==> src/rtl/dmem_ctrl_pkg.sv <==
// Shared encodings and helpers for the data-memory access controller.
package dmem_ctrl_pkg;

    typedef enum logic [1:0] {
        IDLE = 2'd0,
        BUSY = 2'd1,
        DONE = 2'd2
    } state_e;

    localparam logic GNT_CPU = 1'b0;
    localparam logic GNT_DBG = 1'b1;

    // Counter width able to hold wait_cycles, never narrower than one bit.
    function automatic int unsigned cnt_width(input int unsigned wait_cycles);
        return (wait_cycles == 0) ? 1 : $clog2(wait_cycles + 1);
    endfunction

endpackage

==> src/rtl/dmem_wait_counter.sv <==
// Loadable down-counter timing the memory wait states; done_c flags zero.
module dmem_wait_counter
    import dmem_ctrl_pkg::*;
#(
    parameter int unsigned WAIT_CYCLES = 1
) (
    input  logic clk,
    input  logic rst_n,
    input  logic load,
    input  logic dec,
    output logic done_c
);

    localparam int unsigned CNT_W = cnt_width(WAIT_CYCLES);

    logic [CNT_W-1:0] cnt_q;
    logic [CNT_W-1:0] cnt_d;

    always_comb begin
        cnt_d = cnt_q;
        if (load) begin
            cnt_d = CNT_W'(WAIT_CYCLES);
        end else if (dec && (cnt_q != '0)) begin
            cnt_d = cnt_q - CNT_W'(1);
        end
    end

    always_ff @(posedge clk or negedge rst_n) begin
        if (!rst_n) begin
            cnt_q <= '0;
        end else begin
            cnt_q <= cnt_d;
        end
    end

    assign done_c = (cnt_q == '0);

endmodule

==> src/rtl/dmem_access_ctrl.sv <==
// Shares the data memory between the MEM stage and a debug/loader port,
// inserting wait states and stalling the pipeline until each access completes.
module dmem_access_ctrl
    import dmem_ctrl_pkg::*;
#(
    parameter int unsigned WAIT_CYCLES = 1,
    parameter int unsigned STARVE_MAX  = 4,
    parameter int unsigned ADDR_W      = 32,
    parameter int unsigned DATA_W      = 32
) (
    input  logic              clk,
    input  logic              rst_n,
    input  logic              cpu_mem_read,
    input  logic              cpu_mem_write,
    input  logic [ADDR_W-1:0] cpu_addr,
    input  logic [DATA_W-1:0] cpu_wdata,
    output logic [DATA_W-1:0] cpu_rdata,
    output logic              cpu_stall,
    input  logic              dbg_valid,
    input  logic              dbg_write,
    input  logic [ADDR_W-1:0] dbg_addr,
    input  logic [DATA_W-1:0] dbg_wdata,
    output logic              dbg_ready,
    output logic [DATA_W-1:0] dbg_rdata,
    output logic              mem_read,
    output logic              mem_write,
    output logic [ADDR_W-1:0] mem_addr,
    output logic [DATA_W-1:0] mem_wdata,
    input  logic [DATA_W-1:0] mem_rdata
);

    localparam int unsigned STARVE_W = $clog2(STARVE_MAX + 1);

    state_e              state_q, state_d;
    logic                grant_q, grant_d;
    logic [STARVE_W-1:0] starve_q, starve_d;
    logic                is_write_q, is_write_d;
    logic [ADDR_W-1:0]   addr_q, addr_d;
    logic [DATA_W-1:0]   wdata_q, wdata_d;
    logic [DATA_W-1:0]   cpu_rdata_q, cpu_rdata_d;
    logic [DATA_W-1:0]   dbg_rdata_q, dbg_rdata_d;
    logic                dbg_ready_q, dbg_ready_d;

    logic cpu_req_c;
    logic dbg_win_c;
    logic start_c;
    logic wait_done_c;

    assign cpu_req_c = cpu_mem_read | cpu_mem_write;
    // Debug wins when the CPU is idle or it has been passed over STARVE_MAX times.
    assign dbg_win_c = dbg_valid & (~cpu_req_c | (starve_q == STARVE_W'(STARVE_MAX)));
    assign start_c   = (state_q == IDLE) & (cpu_req_c | dbg_valid);

    dmem_wait_counter #(
        .WAIT_CYCLES(WAIT_CYCLES)
    ) u_wait_counter (
        .clk   (clk),
        .rst_n (rst_n),
        .load  (start_c),
        .dec   (state_q == BUSY),
        .done_c(wait_done_c)
    );

    always_ff @(posedge clk or negedge rst_n) begin
        if (!rst_n) begin
            state_q <= IDLE;
        end else begin
            state_q <= state_d;
        end
    end

    always_comb begin
        state_d = state_q;
        case (state_q)
            IDLE:    if (start_c) state_d = BUSY;
            BUSY:    if (wait_done_c) state_d = DONE;
            DONE:    state_d = IDLE;
            default: state_d = IDLE;
        endcase
    end

    // Arbitration, request latching and read-data capture.
    always_comb begin
        grant_d     = grant_q;
        starve_d    = starve_q;
        is_write_d  = is_write_q;
        addr_d      = addr_q;
        wdata_d     = wdata_q;
        cpu_rdata_d = cpu_rdata_q;
        dbg_rdata_d = dbg_rdata_q;
        dbg_ready_d = 1'b0;

        if (state_q == IDLE) begin
            if (!dbg_valid) begin
                starve_d = '0;
            end
            if (start_c) begin
                if (dbg_win_c) begin
                    grant_d    = GNT_DBG;
                    starve_d   = '0;
                    is_write_d = dbg_write;
                    addr_d     = dbg_addr;
                    wdata_d    = dbg_wdata;
                end else begin
                    grant_d    = GNT_CPU;
                    is_write_d = cpu_mem_write;
                    addr_d     = cpu_addr;
                    wdata_d    = cpu_wdata;
                    if (dbg_valid && (starve_q != STARVE_W'(STARVE_MAX))) begin
                        starve_d = starve_q + STARVE_W'(1);
                    end
                end
            end
        end

        if ((state_q == BUSY) && wait_done_c) begin
            if (grant_q == GNT_CPU) begin
                cpu_rdata_d = mem_rdata;
            end else begin
                dbg_rdata_d = mem_rdata;
                dbg_ready_d = 1'b1;
            end
        end
    end

    always_ff @(posedge clk or negedge rst_n) begin
        if (!rst_n) begin
            grant_q     <= GNT_CPU;
            starve_q    <= '0;
            is_write_q  <= 1'b0;
            addr_q      <= '0;
            wdata_q     <= '0;
            cpu_rdata_q <= '0;
            dbg_rdata_q <= '0;
            dbg_ready_q <= 1'b0;
        end else begin
            grant_q     <= grant_d;
            starve_q    <= starve_d;
            is_write_q  <= is_write_d;
            addr_q      <= addr_d;
            wdata_q     <= wdata_d;
            cpu_rdata_q <= cpu_rdata_d;
            dbg_rdata_q <= dbg_rdata_d;
            dbg_ready_q <= dbg_ready_d;
        end
    end

    // Write strobe only in the last BUSY cycle so each access gives one write edge.
    always_comb begin
        mem_read  = (state_q == BUSY) & ~is_write_q;
        mem_write = (state_q == BUSY) & is_write_q & wait_done_c;
        cpu_stall = cpu_req_c & ~((state_q == DONE) & (grant_q == GNT_CPU));
        mem_addr  = addr_q;
        mem_wdata = wdata_q;
        cpu_rdata = cpu_rdata_q;
        dbg_rdata = dbg_rdata_q;
        dbg_ready = dbg_ready_q;
    end

endmodule

==> config.mk <==
export PLATFORM = sky130hd
export DESIGN_NAME = dmem_access_ctrl
export DESIGN_NICKNAME = d
export VERILOG_FILES = /design/src/rtl/dmem_ctrl_pkg.sv /design/src/rtl/dmem_wait_counter.sv /design/src/rtl/dmem_access_ctrl.sv
export SDC_FILE = /design/constraint.sdc
export NUM_CORES = 1
export LEC_CHECK = 0
export CAP_MARGIN = 20
export CORE_UTILIZATION = 35
export DETAILED_ROUTE_END_ITERATION = 12
export GPL_TIMING_DRIVEN = 1
export PLACE_DENSITY = 0.73
export SYNTH_ARGS = -nofsm -noshare
export SYNTH_HDL_FRONTEND = slang
export SYNTH_SLANG_ARGS = --single-unit
==> constraint.sdc <==
create_clock -name clk -period 4.8 [get_ports clk]
set_clock_uncertainty 0.1 [all_clocks]
set_input_delay 0.96 -clock clk [delete_from_list [all_inputs] [get_ports clk]]
set_output_delay 0.96 -clock clk [all_outputs]
set_load 0.05 [all_outputs]
== After elaboration in Yosys (flattened, before gate mapping) ==
Cells that the tools add are included.

* Flip-flop bits (word level): 137
* Word-level logic and storage cells: 57

* Add/sub/neg operators: 2
* Eq/ne operators: 6
* Muxes and demuxes: 15
* Bitwise gates (word level): 15
* Reductions and logical operators: 9

{| class="wikitable"
|+ Operators with widths
! cell !! count
|-
| 32-bit two-way mux || 2
|-
| 3-bit two-way mux || 4
|-
| 2-bit AND reduction || 4
|-
| 1-bit AND || 7
|-
| 1-bit two-way mux || 6
|-
| 1-bit NOT || 5
|-
| 2-bit two-way mux || 2
|-
| 2-bit != test (second input constant) || 2
|-
| 2-bit case mux with 2 select lines || 1
|-
| 3-bit by 1-bit adder with 3-bit output (second input constant) || 1
|-
| 3-bit == test (second input constant) || 1
|-
| 1-bit logical AND || 3
|-
| 3-bit != test (second input constant) || 1
|-
| 1-bit bitwise OR || 3
|-
| 2-bit by 1-bit == test with 1-bit output (second input constant) || 1
|-
| 2-bit == test (second input constant) || 1
|-
| 2-bit logical NOT || 1
|-
| 2-bit nonzero test || 1
|-
| 1-bit subtractor (second input constant) || 1
|}

== Logic depth before layout (Yosys ltp) ==
Gate-level depths: netlist of run 1.

* Word-level depth: 6
* Mapped depth: 7
* Mapped depth without buffers: 5

== Hierarchy ==
From an unflattened synthesis of run 1, not the netlist that was laid out.

* Cells, all modules: 558
* Area total of the unflattened synthesis: 6087.1 um^2

{| class="wikitable"
|+ Modules (own cells, without submodules)
! module !! instances !! cells an instance !! area an instance (um^2)
|-
| dmem_access_ctrl || 1 || 555 || 6047.0
|-
| dmem_wait_counter || 1 || 3 || 40.0
|}

== Worst setup path before layout of run 1 ==
No wires, ideal clock.

* Kind: input-to-output
* Start: input port cpu_mem_write
* End: output port cpu_stall
* Arrival time: 1777 ps
* Data required time: 3740 ps
* Path slack: 1963 ps
* Cell stages on the path: 2
* Path through: nor2_1 -> a21oi_1

* Cells in the longest elaborated chain, start to end: 2

{| class="wikitable"
|+ RTL lines
! element !! RTL line !! RTL
|-
| start, declared || dmem_access_ctrl.sv:14 || <nowiki>input logic cpu_mem_write,</nowiki>
|-
| 1-bit bitwise OR || dmem_access_ctrl.sv:49 || <nowiki>assign cpu_req_c = cpu_mem_read | cpu_mem_write;</nowiki>
|-
| 1-bit AND || dmem_access_ctrl.sv:152 || <nowiki>cpu_stall = cpu_req_c & ~((state_q == DONE) & (grant_q == GNT_CPU));</nowiki>
|-
| end, declared || dmem_access_ctrl.sv:18 || <nowiki>output logic cpu_stall,</nowiki>
|}

Every way passes these cells.

== Final worst setup path of run 1 ==
Ends and elaborated chain as after synthesis.

==> results.cfg, run 1 <==
[critical_path]
cpMostUsedCell = clkdlybuf4s50_1
startpoint_type = input pin
path_buf_inv = 2
reg2reg_slack_ns = 2.67
path_cells = clkdlybuf4s50_1 -> nor2_1 -> a21oi_1 -> clkdlybuf4s50_1
cp-endpoint = cpu_stall
crit_path_start = cpu_mem_write
crit_type = input pin to output pin
critical-path-top-delay-family = buffers and inverters
reg2reg_depth = 6
end_kind = output pin
critical_path_arrival_ns = 2.58
max_stage_delay_ns = 0.82
timing.rr.end = mem_wdata[2]
cp_slowest_cell = clkdlybuf4s50_1
cp_max_fo = 5
r2r_start = starve_q[0]
crit_cells = 4
worstPathRequired_ns = 3.74

[logic_synthesis]
synth_xor_area_share_pct = 0
synthMuxAreaShare_pct = 14.2
synth_top_family_by_area = compound AO/OA/AOI/OAI gates
synth.distinct_cells = 30
synth-main-ff-cell = dfrtp_1
yosys.area_share.adder_pct = 0.422
synth_top_cells_by_area = dfrtp_1, a221o_1, a21boi_0, mux2_4, mux2_1
synth_cells = 406
yosysTopAreaCell = dfrtp_1
ys_async_sr_fraction_pct = 100
syn_area_um2 = 5920
yosys_warnings = 0
synthesis.nets = 574
yosysTopAreaCellShare_pct = 57.9
synthSimpleGateAreaFrac_pct = 2.70
synth_edf_count = 0
synth-seq-cells = 137
yosysSeqAreaShare_pct = 57.9
synth_compound_area_share_pct = 20.0
syn_area_per_cell_um2 = 14.6

[layout]
diodes = 0
final_cell_mix = clkdlybuf4s50_1, dfrtp_1, a221o_1, a21boi_0, mux2_1
area_growth_pct = 60.8
fillerInstances = 1354
nets = 861
layout_commonest_cell = clkdlybuf4s50_1
drive_above_1_share_pct = 11.2
final_util_pct = 57.4

[sta]
max-slew-margin-rel_pct = 49.9
rsz0062_at_grt = no
period_minus_slack_ns = 3.64
hold_violations = 0
fin_hold_ws_ns = 0.383
period_share_pct = 75.9
tightest_slew_ns = 0.751
fmax_mhz = 274
setup_slack_ns = 1.16
setup_violations = 0
tns_ns = 0
drv_slew = 0

[grt]
grt_antenna_before_repair = 0
grt_use_met3_pct = 6.27
grt.met1_usage_pct = 23.2
grt_pass1_wl_um = 27400
grt_pass1_vias = 5177
grt_usage_pct = 20.0
gr-usage-met2_pct = 34.5
grt.busiest_layer = met2
grt_overflow = 0
grt_max_degree = 75

[cts]
hold_buffers = 0
cts_tree = done
clock-root-buffer = clkbuf_16
numCtsBuffers = 17
insertion_delay_ns = 0.41
clockBufferDepth = 2
cts_setup_buffers = 0
clk_pin_slew_worst_paths_ns = 0.06
htree_levels = 4
numClockSinks = 137
cts_resized = 0

[place]
dpl_worst_slack_ns = 1.16
io_buffer_count = 297
place_hpwl_um = 11800
place.gp.congestion = 0.838

[floorplanning]
dieArea_um2 = 17500
start_util_pct = 35.7
row_count = 47
fp.dieH_um = 132
ios = 298
dieWidth_um = 132
core_um2 = 16600

[power_and_ir_drop]
power_density_nw_per_um2 = 821
peakVddDrop_mv = 0.451
cellLeakagePower_uw = 0.00393
power.total_uw = 7830

[drt]
wl_per_cell_um = 18.5
drt-total-wl_um = 17100
avgViaCountPerCell = 5.11
ant_nets = 0
first_iter_violations = 239
first_pass_iters = 4
route.detailed.drc = 0
vias = 4733

[min_path]
hold_path.class = register to register

[run]
maxCapViolCount = 0

[outcome]
status = finished, final reports clean
==> cell type report <==
cell class / instances / area (um^2) / area share (%)
sequential: 137 / 3430 / 36.0
clock buffer: 18 / 439 / 4.61
timing repair buffer: 304 / 3040 / 31.9
tap: 220 / 275 / 2.89
multi-input combinational: 230 / 2230 / 23.5
clock inverter: 14 / 98.8 / 1.04
inverter: 3 / 11.3 / 0.118
==> cell families (layout without fill, tap and decap cells) <==
kind of cell / count (synthesis) / in the layout
AOI/OAI and AO/OA: 139 / 139
and+or+nand+nor: 24 / 24
adders and majority gates: 2 / 2
DFF: 137 / 137
buffers and inverters: 39 / 339
muxes: 65 / 65
==> Yosys cell counts, drive strengths merged (2+ instances only) <==
cell type,n
nand2,3
a21oi,4
nand3,2
and2,2
o21ai,5
ha,2
nand2b,2
a221o,65
mux2,64
nor2,6
nor3b,3
a21boi,64
buf,25
inv,3
dfrtp,137
clkbuf,11
==> how the worst min path moves through the flow <==
stage                  startpoint             to  slack, ns  cells past startpoint
global placement    cpu_rdata[21]  cpu_rdata[21]       0.37                      1
finish              cpu_rdata[21]  cpu_rdata[21]       0.38                      1
CTS                 cpu_rdata[22]  cpu_rdata[22]       0.39                      1
floorplan             starve_q[0]    starve_q[0]       0.38                      1
detailed placement  cpu_rdata[22]  cpu_rdata[22]       0.37                      1
global route        cpu_rdata[22]  cpu_rdata[22]       0.39                      1
==> per-layer routing <==
metal | share of wire [%] | up-vias | routed length (um)
met5 | 0 | - | 0
met4 | 2.5 | 0 | 427
met3 | 6.7 | 28 | 1150
met2 | 50 | 193 | 8560
met1 | 41 | 2379 | 6970
li1 | - | 2133 | -
==> stage by stage <==
stage	area [um^2]	instances
global route	9530	926
CTS	9510	925
finish	9530	926
global placement	8970	893
floorplan	5920	406
detailed placement	8970	893
==> flip-flops by register name, indices dropped and copies added, names as in the netlist <==
name / count
grant_q: 1
mem_wdata: 32
starve_q: 3
is_write_q: 1
dbg_rdata: 32
u_wait_counter.cnt_q: 1
mem_addr: 32
dbg_ready: 1
state_q: 2
cpu_rdata: 32
==> power by group <==
| part | switching [uW] | internal (uW) | total, uW |
|---|---|---|---|
| Combinational | 2840 | 1750 | 4590 |
| Sequential | 329 | 1730 | 2060 |
| Clock | 506 | 674 | 1180 |
| Total | 3670 | 4150 | 7830 |
==> worst reg2reg max path, cell delays in order (launching register included) <==
cell and delay (ns):
dfrtp_1 0.39, inv_1 0.06, ha_1 0.23, a2bb2oi_1 0.36, nor3b_4 0.08, buf_4 0.33
a221o_1 0.47
No activity file was read; power rests on OpenSTA's default activity.
==> inputs of run 2 (changes only) <==
--- a/config.mk
+++ b/config.mk
@@ -9,7 +9,7 @@
 export CORE_UTILIZATION = 35
 export DETAILED_ROUTE_END_ITERATION = 12
 export GPL_TIMING_DRIVEN = 1
-export PLACE_DENSITY = 0.73
+export PLACE_DENSITY = 0.75
 export SYNTH_ARGS = -nofsm -noshare
 export SYNTH_HDL_FRONTEND = slang
 export SYNTH_SLANG_ARGS = --single-unit
==> constraint.sdc (replaced) <==
create_clock -name clk -period 2.9 [get_ports clk]
set_clock_uncertainty 0.1 [all_clocks]
set_input_delay 0.58 -clock clk [delete_from_list [all_inputs] [get_ports clk]]
set_output_delay 0.58 -clock clk [all_outputs]
set_load 0.05 [all_outputs]
==> run 2 against run 1 <==
Non-clock buffer count is the same; largest cell class unchanged; register-to-register slack got worse by 1.8 ns; die area stayed put; global-route usage decreased by 0.092 points; first-iteration DRC count is 19% lower; core utilization up 0.60 points; via count grew 0.11%; combinational power is 66% higher; final cell count down 0.11%; clock power increased by 85%.
==> results.cfg, run 2 (synthesized netlist as in run 1, its figures left out) <==
[outcome]
status = finished, final reports clean

[drt]
vias = 4738
first_pass_iters = 4
wl_per_cell_um = 18.1
drt-total-wl_um = 16800
ant_nets = 0
avgViaCountPerCell = 5.12
first_iter_violations = 194
route.detailed.drc = 0

[cts]
numCtsBuffers = 17
cts_tree = done
hold_buffers = 0
htree_levels = 4
cts_resized = 0
insertion_delay_ns = 0.41
clock-root-buffer = clkbuf_16
numClockSinks = 137
clk_pin_slew_worst_paths_ns = 0.06
clockBufferDepth = 2
cts_setup_buffers = 0

[min_path]
hold_path.class = input pin to asynchronous set/reset pin

[critical_path]
crit_path_start = state_q[1]
end_kind = output pin
r2r_start = starve_q[0]
critical_path_arrival_ns = 2.08
cp_max_fo = 8
reg2reg_depth = 6
startpoint_type = register
timing.rr.end = mem_wdata[4]
reg2reg_slack_ns = 0.85
cp-endpoint = mem_read
crit_type = register to output pin
worstPathRequired_ns = 2.22

[grt]
grt_antenna_before_repair = 0
grt_overflow = 0
grt_pass1_wl_um = 27000
grt_usage_pct = 19.9
grt_max_degree = 72
grt_pass1_vias = 5046

[sta]
setup_violations = 0
tns_ns = 0
fmax_mhz = 362
max-slew-margin-rel_pct = 56.8
rsz0062_at_grt = no
drv_slew = 0
hold_violations = 0
tightest_slew_ns = 0.649
period_minus_slack_ns = 2.76
period_share_pct = 95.2

[layout]
final_util_pct = 58.1
final_cell_mix = clkdlybuf4s50_1, dfrtp_1, a221o_1, a21boi_0, mux2_1
drive_above_1_share_pct = 11.2
layout_commonest_cell = clkdlybuf4s50_1
diodes = 0
nets = 861
area_growth_pct = 62.5
fillerInstances = 1337

[floorplanning]
ios = 298
row_count = 47
dieWidth_um = 132
core_um2 = 16600
fp.dieH_um = 132
start_util_pct = 35.7
dieArea_um2 = 17500

[run]
maxCapViolCount = 0

[place]
place.gp.congestion = 0.799
place_hpwl_um = 11700
io_buffer_count = 297

[power_and_ir_drop]
cellLeakagePower_uw = 0.00398
power_density_nw_per_um2 = 1370
peakVddDrop_mv = 0.647
-- run 2: through the flow --
step	instances	worst slack (ns)	power [uW]	hold WS, ns	cell area (um^2)
finish	925	0.138	13200	0.0570	9630
global route	925	0.0538	13800	0.113	9630
CTS	925	0.101	13300	0.0768	9630
detailed placement	894	0.374	11100	0.374	9030
global placement	894	0.477	10900	0.366	9030
floorplan	406	0.823	8490	0.184	5920
-- run 2: area by class of cell --
class                           count  area (um^2)  share of cell area, %
Sequential cell                   137         3430                   35.6
Inverter                            3         11.3                  0.117
Clock buffer                       19          443                   4.60
Multi-Input combinational cell    230         2230                   23.2
Clock inverter                     12          150                   1.56
Tap cell                          220          275                   2.86
Timing Repair Buffer              304         3080                   32.0
-- run 2: report_power, final --
part / switching (uW) / total, uW / internal (uW)
combinational: 4690 / 7610 / 2930
sequential: 553 / 3410 / 2860
clock: 809 / 2180 / 1370
-- run 2: per-layer routing --
layer / vias up / global-route usage [%] / wire length [um]
met5: - / 0 / 0
met4: 0 / 9.24 / 524
met3: 39 / 6.88 / 1320
met2: 240 / 32.3 / 8140
met1: 2321 / 23.9 / 6780
li1: 2138 / - / -
-- run 2: critical path, cell delays in order (launching register included) --
cell,delay (ns)
dfrtp_1,0.48
nand2b_1,0.24
nor2_1,0.12
clkdlybuf4s50_1,0.84
-- run 2: worst min-delay path by stage --
stage | startpoint | end | cells past startpoint
after floorplan | rst_n | cpu_rdata[0] | 0
after global placement | cpu_rdata[13] | cpu_rdata[13] | 1
after detailed placement | cpu_rdata[30] | cpu_rdata[30] | 1
after CTS | rst_n | dbg_rdata[28] | 1
after global routing | rst_n | dbg_rdata[28] | 1
final | rst_n | cpu_rdata[22] | 1
